## src/rtl/label_definition_scanner_if.sv

```systemverilog
// Character-stream, commit and lookup signals of the assembler label table.
interface label_definition_scanner_if #(
  parameter int unsigned NUMBER_LINES   = 256,
  parameter int unsigned NUMBER_LETTERS = 6,
  parameter int unsigned NUM_LABELS     = 8
);
  localparam int unsigned PC_W    = $clog2(NUMBER_LINES);
  localparam int unsigned NAME_W  = NUMBER_LETTERS * 5;
  localparam int unsigned COUNT_W = $clog2(NUM_LABELS) + 1;

  logic               scan_enable;
  logic               new_line;
  logic               new_character;
  logic [7:0]         incoming_character;
  logic [PC_W-1:0]    pc;
  logic               label_valid;
  logic [NAME_W-1:0]  label_name;
  logic [PC_W-1:0]    label_pc;
  logic [COUNT_W-1:0] label_count;
  logic               error_flag;
  logic [1:0]         error_code;
  logic [NAME_W-1:0]  lookup_name;
  logic               lookup_hit;
  logic [PC_W-1:0]    lookup_pc;

  modport master (
    output scan_enable, new_line, new_character, incoming_character, pc, lookup_name,
    input  label_valid, label_name, label_pc, label_count, error_flag, error_code,
           lookup_hit, lookup_pc
  );

  modport slave (
    input  scan_enable, new_line, new_character, incoming_character, pc, lookup_name,
    output label_valid, label_name, label_pc, label_count, error_flag, error_code,
           lookup_hit, lookup_pc
  );
endinterface

```

## src/rtl/label_definition_scanner.sv

```systemverilog
// Scans source characters for "name:" label definitions, stores name->pc pairs,
// and answers combinational name lookups.
module label_definition_scanner #(
  parameter int unsigned NUMBER_LINES   = 256,
  parameter int unsigned NUMBER_LETTERS = 6,
  parameter int unsigned NUM_LABELS     = 8
) (
  input logic clk_in,
  input logic rst_in,
  label_definition_scanner_if.slave bus
);
  localparam int unsigned PC_W    = $clog2(NUMBER_LINES);
  localparam int unsigned NAME_W  = NUMBER_LETTERS * 5;
  localparam int unsigned COUNT_W = $clog2(NUM_LABELS) + 1;
  localparam int unsigned IDX_W   = $clog2(NUM_LABELS);
  localparam int unsigned LEN_W   = $clog2(NUMBER_LETTERS + 1);

  localparam logic [1:0] ERR_TOO_LONG  = 2'b01;
  localparam logic [1:0] ERR_DUPLICATE = 2'b10;
  localparam logic [1:0] ERR_FULL      = 2'b11;

  typedef enum logic [1:0] {IDLE, NAME, SKIP, ERROR} state_t;

  state_t                        state;
  logic [NUMBER_LETTERS-1:0][4:0] name;
  logic [LEN_W-1:0]              len;
  logic                          overflow;
  logic [COUNT_W-1:0]            count;
  logic [NAME_W-1:0]             tab_name [NUM_LABELS];
  logic [PC_W-1:0]               tab_pc   [NUM_LABELS];
  logic                          valid_q;
  logic [NAME_W-1:0]             name_q;
  logic [PC_W-1:0]               pc_q;
  logic                          err_flag_q;
  logic [1:0]                    err_code_q;
  logic                          dup_c;
  logic                          hit_c;
  logic [PC_W-1:0]               hit_pc_c;

  function automatic logic is_letter(input logic [7:0] c);
    return ((c >= 8'h61) && (c <= 8'h7A)) || ((c >= 8'h41) && (c <= 8'h5A));
  endfunction

  wire [7:0] ch = bus.incoming_character;
  wire       ch_letter = is_letter(ch);
  wire       ch_blank  = (ch == 8'h20) || (ch == 8'h09);
  wire       ch_colon  = (ch == 8'h3A);

  // Duplicate detection and lookup only consider committed entries.
  always_comb begin
    dup_c    = 1'b0;
    hit_c    = 1'b0;
    hit_pc_c = '0;
    for (int i = 0; i < int'(NUM_LABELS); i++) begin
      if (COUNT_W'(i) < count) begin
        if (tab_name[i] == NAME_W'(name)) dup_c = 1'b1;
        if (tab_name[i] == bus.lookup_name) begin
          hit_c    = 1'b1;
          hit_pc_c = tab_pc[i];
        end
      end
    end
  end

  always_ff @(posedge clk_in or posedge rst_in) begin
    if (rst_in) begin
      state      <= IDLE;
      name       <= '0;
      len        <= '0;
      overflow   <= 1'b0;
      count      <= '0;
      valid_q    <= 1'b0;
      name_q     <= '0;
      pc_q       <= '0;
      err_flag_q <= 1'b0;
      err_code_q <= 2'b00;
      for (int i = 0; i < int'(NUM_LABELS); i++) begin
        tab_name[i] <= '0;
        tab_pc[i]   <= '0;
      end
    end else begin
      valid_q <= 1'b0;
      if (state != ERROR) begin
        // new_line wins over a simultaneous character.
        if (!bus.scan_enable || bus.new_line) begin
          state <= IDLE;
        end else if (bus.new_character) begin
          unique case (state)
            IDLE: begin
              if (ch_letter) begin
                name     <= NAME_W'(ch[4:0]);
                len      <= LEN_W'(1);
                overflow <= 1'b0;
                state    <= NAME;
              end else if (!ch_blank) begin
                state <= SKIP;
              end
            end
            NAME: begin
              if (ch_letter) begin
                if (len < LEN_W'(NUMBER_LETTERS)) begin
                  name <= {name[NUMBER_LETTERS-2:0], ch[4:0]};
                  len  <= len + LEN_W'(1);
                end else begin
                  overflow <= 1'b1;
                end
              end else if (ch_colon) begin
                if (overflow) begin
                  state      <= ERROR;
                  err_flag_q <= 1'b1;
                  err_code_q <= ERR_TOO_LONG;
                end else if (dup_c) begin
                  state      <= ERROR;
                  err_flag_q <= 1'b1;
                  err_code_q <= ERR_DUPLICATE;
                end else if (count == COUNT_W'(NUM_LABELS)) begin
                  state      <= ERROR;
                  err_flag_q <= 1'b1;
                  err_code_q <= ERR_FULL;
                end else begin
                  tab_name[count[IDX_W-1:0]] <= NAME_W'(name);
                  tab_pc[count[IDX_W-1:0]]   <= bus.pc;
                  count   <= count + COUNT_W'(1);
                  name_q  <= NAME_W'(name);
                  pc_q    <= bus.pc;
                  valid_q <= 1'b1;
                  state   <= SKIP;
                end
              end else begin
                state <= SKIP;
              end
            end
            SKIP:    state <= SKIP;
            default: state <= IDLE;
          endcase
        end
      end
    end
  end

  assign bus.label_valid = valid_q;
  assign bus.label_name  = name_q;
  assign bus.label_pc    = pc_q;
  assign bus.label_count = count;
  assign bus.error_flag  = err_flag_q;
  assign bus.error_code  = err_code_q;
  assign bus.lookup_hit  = hit_c;
  assign bus.lookup_pc   = hit_pc_c;
endmodule

```

## src/flat_wrapper.sv

```systemverilog
// flat-port wrapper written by rule: the top's interface ports become plain ports
module label_definition_scanner_flat 
#(
  parameter int unsigned NUMBER_LINES   = 256,
  parameter int unsigned NUMBER_LETTERS = 6,
  parameter int unsigned NUM_LABELS     = 8
)
  (clk_in, rst_in, bus_scan_enable, bus_new_line, bus_new_character, bus_incoming_character, bus_pc, bus_lookup_name, bus_label_valid, bus_label_name, bus_label_pc, bus_label_count, bus_error_flag, bus_error_code, bus_lookup_hit, bus_lookup_pc);
  label_definition_scanner_if #(.NUMBER_LINES(NUMBER_LINES), .NUMBER_LETTERS(NUMBER_LETTERS), .NUM_LABELS(NUM_LABELS)) bus_i ();
  input logic clk_in;
  input logic rst_in;
  input wire logic [$bits(bus_i.scan_enable)-1:0] bus_scan_enable;
  input wire logic [$bits(bus_i.new_line)-1:0] bus_new_line;
  input wire logic [$bits(bus_i.new_character)-1:0] bus_new_character;
  input wire logic [$bits(bus_i.incoming_character)-1:0] bus_incoming_character;
  input wire logic [$bits(bus_i.pc)-1:0] bus_pc;
  input wire logic [$bits(bus_i.lookup_name)-1:0] bus_lookup_name;
  output wire logic [$bits(bus_i.label_valid)-1:0] bus_label_valid;
  output wire logic [$bits(bus_i.label_name)-1:0] bus_label_name;
  output wire logic [$bits(bus_i.label_pc)-1:0] bus_label_pc;
  output wire logic [$bits(bus_i.label_count)-1:0] bus_label_count;
  output wire logic [$bits(bus_i.error_flag)-1:0] bus_error_flag;
  output wire logic [$bits(bus_i.error_code)-1:0] bus_error_code;
  output wire logic [$bits(bus_i.lookup_hit)-1:0] bus_lookup_hit;
  output wire logic [$bits(bus_i.lookup_pc)-1:0] bus_lookup_pc;
  assign bus_i.scan_enable = bus_scan_enable;
  assign bus_i.new_line = bus_new_line;
  assign bus_i.new_character = bus_new_character;
  assign bus_i.incoming_character = bus_incoming_character;
  assign bus_i.pc = bus_pc;
  assign bus_i.lookup_name = bus_lookup_name;
  assign bus_label_valid = bus_i.label_valid;
  assign bus_label_name = bus_i.label_name;
  assign bus_label_pc = bus_i.label_pc;
  assign bus_label_count = bus_i.label_count;
  assign bus_error_flag = bus_i.error_flag;
  assign bus_error_code = bus_i.error_code;
  assign bus_lookup_hit = bus_i.lookup_hit;
  assign bus_lookup_pc = bus_i.lookup_pc;
  label_definition_scanner #(.NUMBER_LINES(NUMBER_LINES), .NUMBER_LETTERS(NUMBER_LETTERS), .NUM_LABELS(NUM_LABELS)) u_core (.clk_in(clk_in), .rst_in(rst_in), .bus(bus_i));
endmodule
```

## config.mk

```make
export PLATFORM = sky130hd
export DESIGN_NAME = label_definition_scanner_flat
export DESIGN_NICKNAME = d
export VERILOG_FILES = /design/src/rtl/label_definition_scanner_if.sv /design/src/rtl/label_definition_scanner.sv /design/src/flat_wrapper.sv
export SDC_FILE = /design/constraint.sdc
export NUM_CORES = 1
export LEC_CHECK = 0
export ABC_AREA = 1
export CAP_MARGIN = 25
export CELL_PAD_IN_SITES_DETAIL_PLACEMENT = 1
export CELL_PAD_IN_SITES_GLOBAL_PLACEMENT = 1
export CORE_UTILIZATION = 50
export DETAILED_ROUTE_END_ITERATION = 12
export PLACE_DENSITY_LB_ADDON = 0.1
export SETUP_SLACK_MARGIN = 0.15
export SLEW_MARGIN = 40
export SYNTH_ARGS = -nofsm -noshare
export SYNTH_HDL_FRONTEND = slang
export SYNTH_SLANG_ARGS = --single-unit
```

## constraint.sdc

```tcl
create_clock -name clk_in -period 32.1 [get_ports clk_in]
set_clock_uncertainty 0.05 [all_clocks]
set_input_delay 6.42 -clock clk_in [delete_from_list [all_inputs] [get_ports clk_in]]
set_output_delay 6.42 -clock clk_in [all_outputs]
set_load 0.1 [all_outputs]
```

# Yosys cells after proc, flatten, opt, wreduce, memory -nomap -nowiden

Index checks and enable logic that the tools add are counted.

Bits in registers: 386
Latch bits: 0
RAM bits: 0
Memory bits (read-only): 0
Bits of input ports: 51
Output and inout bits: 55
Logic and storage cells: 190
Memories kept: 0

Add/sub/neg operators: 2
$mul: 0
Divide/modulo/power cells: 0
Order comparisons: 15
Equality and inequality tests: 29
Shifts and indexed selects: 0
Mux-type cells: 91
Bitwise logic cells: 6
Reduce and logical (&&, ||, !) cells: 16

Operators with widths:

| operator             | count |
|---|---|
| $eq A30 B30 Y1       | 16 |
| $bwmux W240          | 1 |
| $mux W8              | 17 |
| $mux W30             | 4 |
| $demux W30 S3        | 1 |
| $bwmux W64           | 1 |
| $pmux W30 S2         | 1 |
| $mux W1              | 48 |
| $demux W8 S3         | 1 |
| $mux W2              | 11 |
| $reduce_and A7 Y1    | 3 |
| $eq A8 B6 Y1 const B | 2 |
| $ge A8 B7 Y1 const B | 2 |
| $le A8 B7 Y1 const B | 2 |
| $lt A3 B4 Y1 const A | 4 |
| $mux W3              | 3 |
| $reduce_and A9 Y1    | 1 |
| $eq A8 B4 Y1 const B | 1 |
| $lt A1 B4 Y1 const A | 2 |
| $lt A2 B4 Y1 const A | 2 |
| $ne A2 B1 Y1 const B | 3 |
| $pmux W2 S3          | 1 |
| $pmux W3 S2          | 1 |
| $not A1 Y1           | 5 |
| other kinds (20)     | 26 |

# Logic depth before layout (Yosys ltp)

Gate-level depths: netlist of run 1.

Depth after elaboration: 25
Gate-level depth with buffers: 20
Depth with buffers taken out: 17

# Worst setup path after synthesis of run 1

OpenSTA, ideal clock, no wires.

Path type: input-to-output
Start point: in bus_lookup_name[15]
End point: out bus_lookup_pc[0]
Arrival time: 8587 ps
Slack: 17043 ps
Stages on the path: 16
Path buffers: 1
Cells stage by stage: buf_2 xnor2_1 nand2_1 nor3_1 nand2_1 nor2_1 nand2_1 nand2_1 inv_1 nand2_1 nand2_1 nand2_1 nand2_1 nand2_1 nand2_1 nand2_1

Longest elaborated chain between the ends: 17

RTL lines:

| element         | line                           | RTL |
|---|---|---|
| start, declared | flat_wrapper.sv:17             | `input wire logic [$bits(bus_i.lookup_name)-1:0] bus_lookup_name;` |
| $eq A30 B30 Y1  | label_definition_scanner.sv:57 | `if (tab_name[i] == bus.lookup_name) begin` |
| $mux W8         | label_definition_scanner.sv:57 |  |
| $mux W8         | label_definition_scanner.sv:55 | `if (COUNT_W'(i) < count) begin` |
| $mux W8         | label_definition_scanner.sv:57 |  |
| $mux W8         | label_definition_scanner.sv:55 |  |
| $mux W8         | label_definition_scanner.sv:57 |  |
| $mux W8         | label_definition_scanner.sv:55 |  |
| $mux W8         | label_definition_scanner.sv:57 |  |
| $mux W8         | label_definition_scanner.sv:55 |  |
| $mux W8         | label_definition_scanner.sv:57 |  |
| $mux W8         | label_definition_scanner.sv:55 |  |
| $mux W8         | label_definition_scanner.sv:57 |  |
| $mux W8         | label_definition_scanner.sv:55 |  |
| $mux W8         | label_definition_scanner.sv:57 |  |
| $mux W8         | label_definition_scanner.sv:55 |  |
| $mux W8         | label_definition_scanner.sv:57 |  |
| $mux W8 *       | label_definition_scanner.sv:55 |  |
| end, declared   | flat_wrapper.sv:25             | `output wire logic [$bits(bus_i.lookup_pc)-1:0] bus_lookup_pc;` |

Mark *: on every way between the ends. The rest lies on a longest branch, timed or not.

# Worst setup path in the final report of run 1

Start point: in bus_lookup_name[29]
End point: out bus_lookup_pc[2]

The elaborated chain is that of the path after synthesis.

==> results of run 1 <==
==> worst max-delay path, cell delays in order <==
cell and delay (ns):
clkdlybuf4s50_1 0.90, inv_1 0.35, nand2_1 0.15, o21ai_0 0.10
nor2_1 0.11, nand2_1 0.09, nor4_1 0.48, nand3_2 0.50
nand2_1 0.44, nand2_1 0.11, nand2_1 0.10, nand2_1 0.05
nand2_1 0.05, buf_2 0.43
==> layer usage <==
metal | vias up | part of all wire
li1 | 9956 | -
met1 | 11600 | 0.42
met2 | 1096 | 0.45
met3 | 265 | 0.084
met4 | 0 | 0.050
met5 | - | 0
==> final cells by class <==
cell class | count | area [sq um] | share of cell area
Multi-Input combinational cell | 2285 | 12000 | 0.464
Sequential cell | 386 | 9680 | 0.374
Clock buffer | 67 | 1350 | 0.0522
Timing Repair Buffer | 153 | 1210 | 0.0467
Tap cell | 607 | 759 | 0.0294
Inverter | 197 | 752 | 0.0291
Clock inverter | 15 | 118 | 0.00455
Antenna cell | 2 | 5.00 | 0.000194
==> flip-flops by register name (all words and copies together) (netlist names) <==
signal / count
u_core.bus.label_name: 30
u_core.overflow: 1
u_core.tab_pc: 64
u_core.tab_name: 240
u_core.bus.label_count: 4
u_core.bus.label_valid: 1
u_core.bus.error_code: 2
u_core.len: 3
u_core.name: 30
u_core.bus.label_pc: 8
u_core.state: 2
u_core.bus.error_flag: 1
==> worst max path at each step <==
stage                         from                       end  slack, ns  cells past startpoint
2_1_floorplan               rst_in  u_core.bus.error_code[0]      14.90                      1
3_3_place_gp   bus_lookup_name[13]          bus_lookup_pc[1]      14.53                     14
3_5_place_dp   bus_lookup_name[29]          bus_lookup_pc[2]      15.14                     14
4_1_cts        bus_lookup_name[29]          bus_lookup_pc[2]      15.13                     14
5_1_grt        bus_lookup_name[10]          bus_lookup_pc[0]      15.12                     17
6_report       bus_lookup_name[29]          bus_lookup_pc[2]      15.32                     14
==> where the power goes <==
part | switching [mW] | internal [mW]
Sequential | 0.0512 | 0.499
Combinational | 0.238 | 0.104
Clock | 0.223 | 0.300
Total | 0.512 | 0.903
==> metrics by stage <==
stage          total power, mW   util  worst slack [ns]  cell area, sq um
2_1_floorplan            0.784      -             14.90             23800
3_3_place_gp             0.873  0.524             14.53             24500
3_5_place_dp             0.886  0.522             15.14             24400
4_1_cts                   1.41  0.553             15.13             25900
5_1_grt                   1.45  0.553             15.12             25900
6_report                  1.42  0.553             15.32             25900
==> cells in the final DEF, fill, tap and decap left out, drive strengths merged, types with 54 or more instances in the layout <==
cell type	instances
inv	195
clkbuf	69
xnor2	293
xor2	73
nand2	1173
nand4	345
nand3	58
o21ai	57
buf	105
nor2	143
dfrtp	386
o22ai	54
==> logic make-up after synthesis <==
group                    count (synthesis)  synth area share
AND/OR/NAND/NOR                       1765             0.325
buffers and inverters                  442            0.0946
flip-flops                             386             0.405
XOR/XNOR                               366             0.135
AO/OA/AOI/OAI                          147            0.0366
adder cells (fa/ha/maj)                  7           0.00368
==> reports/metrics.cfg, run 1 <==
[clock_network]
post_cts_resized = 0
cts-htree-levels = 2
cts_buffers = 46
clockBufferDepth = 3
cts_root_buf = clkbuf_16
cts_setup_buffers = 0
clock_sinks = 386
clk_pin_slew_ns = 0.05
cts_hold_buf = 0
clkLatencyLatePin_ns = 0.59
cts_tree = done

[worst_setup_path]
r2r_slack_ns = 27.12
end_kind = output port
start_kind = primary input
crit_arrival_ns = 10.31
ff2ff_path_depth = 18
crit_type = primary input to output port
critical_path.max_fanout = 17
crit_required_ns = 25.63
rr_startpoint = u_core.bus.label_count[0]
regToRegEndpoint = u_core.tab_name[227]

[job]
maxCapViolCount = 0

[floorplan]
dieArea_sq_um = 48500
start_util = 0.510
die-height_microns = 220
die_w_microns = 220
core_region_area_sq_um = 46800
pin_count = 106
rows = 79

[synth]
synth-async-reset-ratio = 1.00
syn-num-nets = 3171
yosysUniqueCellTypes = 43
synthesis.area_sq_um = 23800
yosysSeqAreaShare = 0.405
synthMostInstantiatedCell = nand2_1
synth_edf_count = 0
ys_seq_elements = 386
synth_flop_cell = dfrtp_1
yosysTopAreaCell = dfrtp_1
ys_warn_count = 0
synthTopCellsByArea = dfrtp_1 41%, nand2_1 18%, xnor2_1 11%
synth_common_cells = 1,171 x nand2_1, 386 x dfrtp_1, 345 x nand4_1
syn_area_per_cell_sq_um = 7.65
netlist.area_leader.share = 0.405
syn-instance-count = 3113

[finish]
fillers = 5741
area_growth_pct = 8.54
fin_nets = 3127
stdcell_count = 3712
final_layout_size_suffix_gt1_frac = 0.0744

[place]
place_inst = 3628
gp_congestion = 0.996
dp_hpwl_mm = 68.8
portBuffers = 105

[global_route]
overflow = 0
grt_pass1_wl_mm = 149
grt_use_met1 = 0.566
grt_use_met2 = 0.643
antenna_found_initial = 0
grt_max_degree = 147
grt_use_met3 = 0.0745
grt_pass1_vias = 23200
grt.busiest_layer = met2
grtUsageTotal = 0.417

[route]
ant_nets = 0
vias_per_cell = 6.18
drc_errors = 6
num_vias = 23000
routed_wl_mm = 100
dr.pass1.iters = 9
wl_per_cell_microns = 27.0
drt_iter0_markers = 2552

[timing]
timing.fmax_mhz = 59.6
tightest_slew_ns = 0.913
tns_ns = 0
slew_viol_final = 0
final_hold_viol_count = 0
period_needed_ns = 16.78
relSlewSlack = 0.389
setup_viol = 0
holdWs_ns = 0.419
period_share = 0.523
grt_setup_unrepaired = no

[outcome]
outcome = finished with violations
violations = design-rule violations

[power_and_ir_drop]
ir_worst_vdd_mv = 0.0444
powerDensity_nw_per_um2 = 54.7
p_leak_nw = 12.8

[hold_path]
min_to = u_core.tab_pc[17]
hold_start = u_core.tab_pc[17]
worstHoldPathCells = 2
hold_path_class = flip-flop to flip-flop

(Power assumes the default switching activity.)
==> run 2, diff against run 1 <==
--- a/config.mk
+++ b/config.mk
@@ -9,7 +9,7 @@
 export CAP_MARGIN = 25
 export CELL_PAD_IN_SITES_DETAIL_PLACEMENT = 1
 export CELL_PAD_IN_SITES_GLOBAL_PLACEMENT = 1
-export CORE_UTILIZATION = 50
+export CORE_UTILIZATION = 46
 export DETAILED_ROUTE_END_ITERATION = 12
 export PLACE_DENSITY_LB_ADDON = 0.1
 export SETUP_SLACK_MARGIN = 0.15
==> constraint.sdc (replaced) <==
create_clock -name clk_in -period 16.15 [get_ports clk_in]
set_clock_uncertainty 0.05 [all_clocks]
set_input_delay 3.23 -clock clk_in [delete_from_list [all_inputs] [get_ports clk_in]]
set_output_delay 3.23 -clock clk_in [all_outputs]
set_load 0.1 [all_outputs]
==> reports/metrics.cfg, run 2 (synthesized netlist as in run 1, its figures left out) <==
[finish]
largestRegisters = u_core.tab_name: 240 flops, u_core.tab_pc: 64 flops
regMostFlops = u_core.tab_name
fillers = 6368  ; +11%
fin_nets = 3135  ; +0.26%
final_layout_size_suffix_gt1_frac = 0.0752  ; +0.000773
largest_reg_flops = 240  ; unchanged
final_core_util = 0.511  ; -0.0426
diodes = 0  ; -2
final_area_sq_um = 26100  ; +1.1%
ff_latch_area_sq_um = 9670  ; about the same
multiInputGateArea_sq_um = 12000  ; about the same
area_growth_pct = 9.70
layout_common_cells = 1,170 x nand2_1, 379 x dfrtp_1, 345 x nand4_1
mostFrequentLayoutCell = nand2_1

[place]
dp_hpwl_mm = 68.9  ; +0.22%
portBuffers = 105  ; unchanged
gp_congestion = 0.962  ; -3.4%
postPlaceCellArea_sq_um = 24500  ; +0.48%

[floorplan]
die_w_microns = 230  ; +4.2%
pin_count = 106  ; unchanged
core_region_area_sq_um = 51200  ; +9.5%
rows = 83  ; +5.1%
dieArea_sq_um = 52700  ; +8.6%
die-height_microns = 230  ; +4.2%
start_util = 0.465  ; -0.0442

[hold_path]
hold_path_class = flip-flop to flip-flop
worstHoldPathCells = 2  ; unchanged
hold_start = u_core.tab_pc[23]

[worst_setup_path]
start_kind = primary input
r2r_slack_ns = 10.95  ; -16.17 ns
crit_arrival_ns = 7.06  ; -3.25 ns
ff2ff_path_depth = 17  ; -1
rr_startpoint = u_core.name[6]
crit_required_ns = 12.87  ; -12.76 ns
worstSetupStartpoint = bus_lookup_name[10]
critical_path.max_fanout = 9  ; -8
crit_type = primary input to output port
end_kind = output port

[clock_network]
post_cts_resized = 0  ; unchanged
cts_tree = done
cts-htree-levels = 2  ; unchanged
cts_buffers = 46  ; unchanged
clock_sinks = 386  ; unchanged
clk_pin_slew_ns = 0.05  ; about the same
cts_hold_buf = 0  ; unchanged
cts_root_buf = clkbuf_16
clockBufferDepth = 3  ; unchanged
cts_setup_buffers = 0  ; unchanged
clkLatencyLatePin_ns = 0.61  ; +0.02 ns

[timing]
tightest_slew_ns = 0.937  ; +0.0231 ns
period_needed_ns = 10.34
grt_setup_unrepaired = no
tns_ns = 0  ; unchanged
period_share = 0.640
slew_viol_final = 0  ; unchanged
final_hold_viol_count = 0  ; unchanged
setup_viol = 0  ; unchanged
timing.fmax_mhz = 96.8
relSlewSlack = 0.374  ; -0.0154

[route]
ant_nets = 0  ; unchanged
routed_wl_mm = 100  ; +0.19%
drt_iter0_markers = 2141  ; -16%
dr.pass1.iters = 5  ; -4
wl_per_cell_microns = 26.5  ; -1.9%
num_vias = 22600  ; -1.3%
vias_per_cell = 5.97  ; -3.4%
drc_errors = 0  ; -6

[power_and_ir_drop]
ir_worst_vdd_mv = 0.0748  ; +68%
p_leak_nw = 12.9  ; +0.83%
powerDensity_nw_per_um2 = 111  ; +100%

[global_route]
grt_pass1_wl_mm = 151  ; +1.1%
grtUsageTotal = 0.382  ; -0.0350
overflow = 0  ; unchanged
antenna_found_initial = 1  ; +1
grt_pass1_vias = 23000  ; -0.79%
grt_max_degree = 182  ; +24%

[outcome]
outcome = finished clean

[job]
maxCapViolCount = 0  ; unchanged

run 2: area by class of cell:
cell class	instances	area share
clock buffers	65	0.0523
clock inverters	17	0.00929
inverters	197	0.0288
multi-input cells	2285	0.459
flip-flops and latches	386	0.370
well taps	680	0.0325
repair buffers	161	0.0482
run 2: stage by stage:
step                hold WS [ns]  setup slack [ns]  power (mW)  cells
floorplan                  0.383              2.14        1.56   3113
global placement           0.396              5.04        1.75   3707
detailed placement         0.408              5.70        1.76   3708
CTS                        0.423              5.69        2.89   3790
global route               0.449              5.57        2.98   3791
finish                     0.419              5.81        2.90   3791
run 2: power breakdown:
group          switching [mW]  total, mW  internal [mW]
logic                   0.513      0.723          0.209
registers              0.0583       1.05          0.991
clock network           0.446       1.13          0.683
total                    1.02       2.90           1.88
run 2: worst max-delay path, stage by stage:
cell             delay [ns]
clkdlybuf4s50_1        0.86
xnor2_1                0.49
nand2_1                0.09
nor3_1                 0.15
nand2_1                0.14
nor2_1                 0.63
nand2_1                0.37
nand2_1                0.15
inv_1                  0.05
nand2_1                0.05
nand2_1                0.06
nand2_1                0.06
nand2_1                0.08
nand2_1                0.07
nand2_1                0.06
nand2_1                0.06
buf_2                  0.43
run 2: path summary, 6_finish.rpt:
kind / endpoint
max reg2reg: u_core.tab_name[53]
min in group asynchronous: u_core.state[1]
min: u_core.tab_pc[23]
max in group asynchronous: u_core.tab_name[107]
max: bus_lookup_pc[0]
min reg2reg: u_core.tab_pc[23]
run 2: per-layer routing:
metal,track usage,vias to the layer above,share of wire
li1,-,9971,-
met1,0.530,11600,0.43
met2,0.589,884,0.45
met3,0.0636,207,0.071
met4,0.159,2,0.042
met5,0,-,0.00013
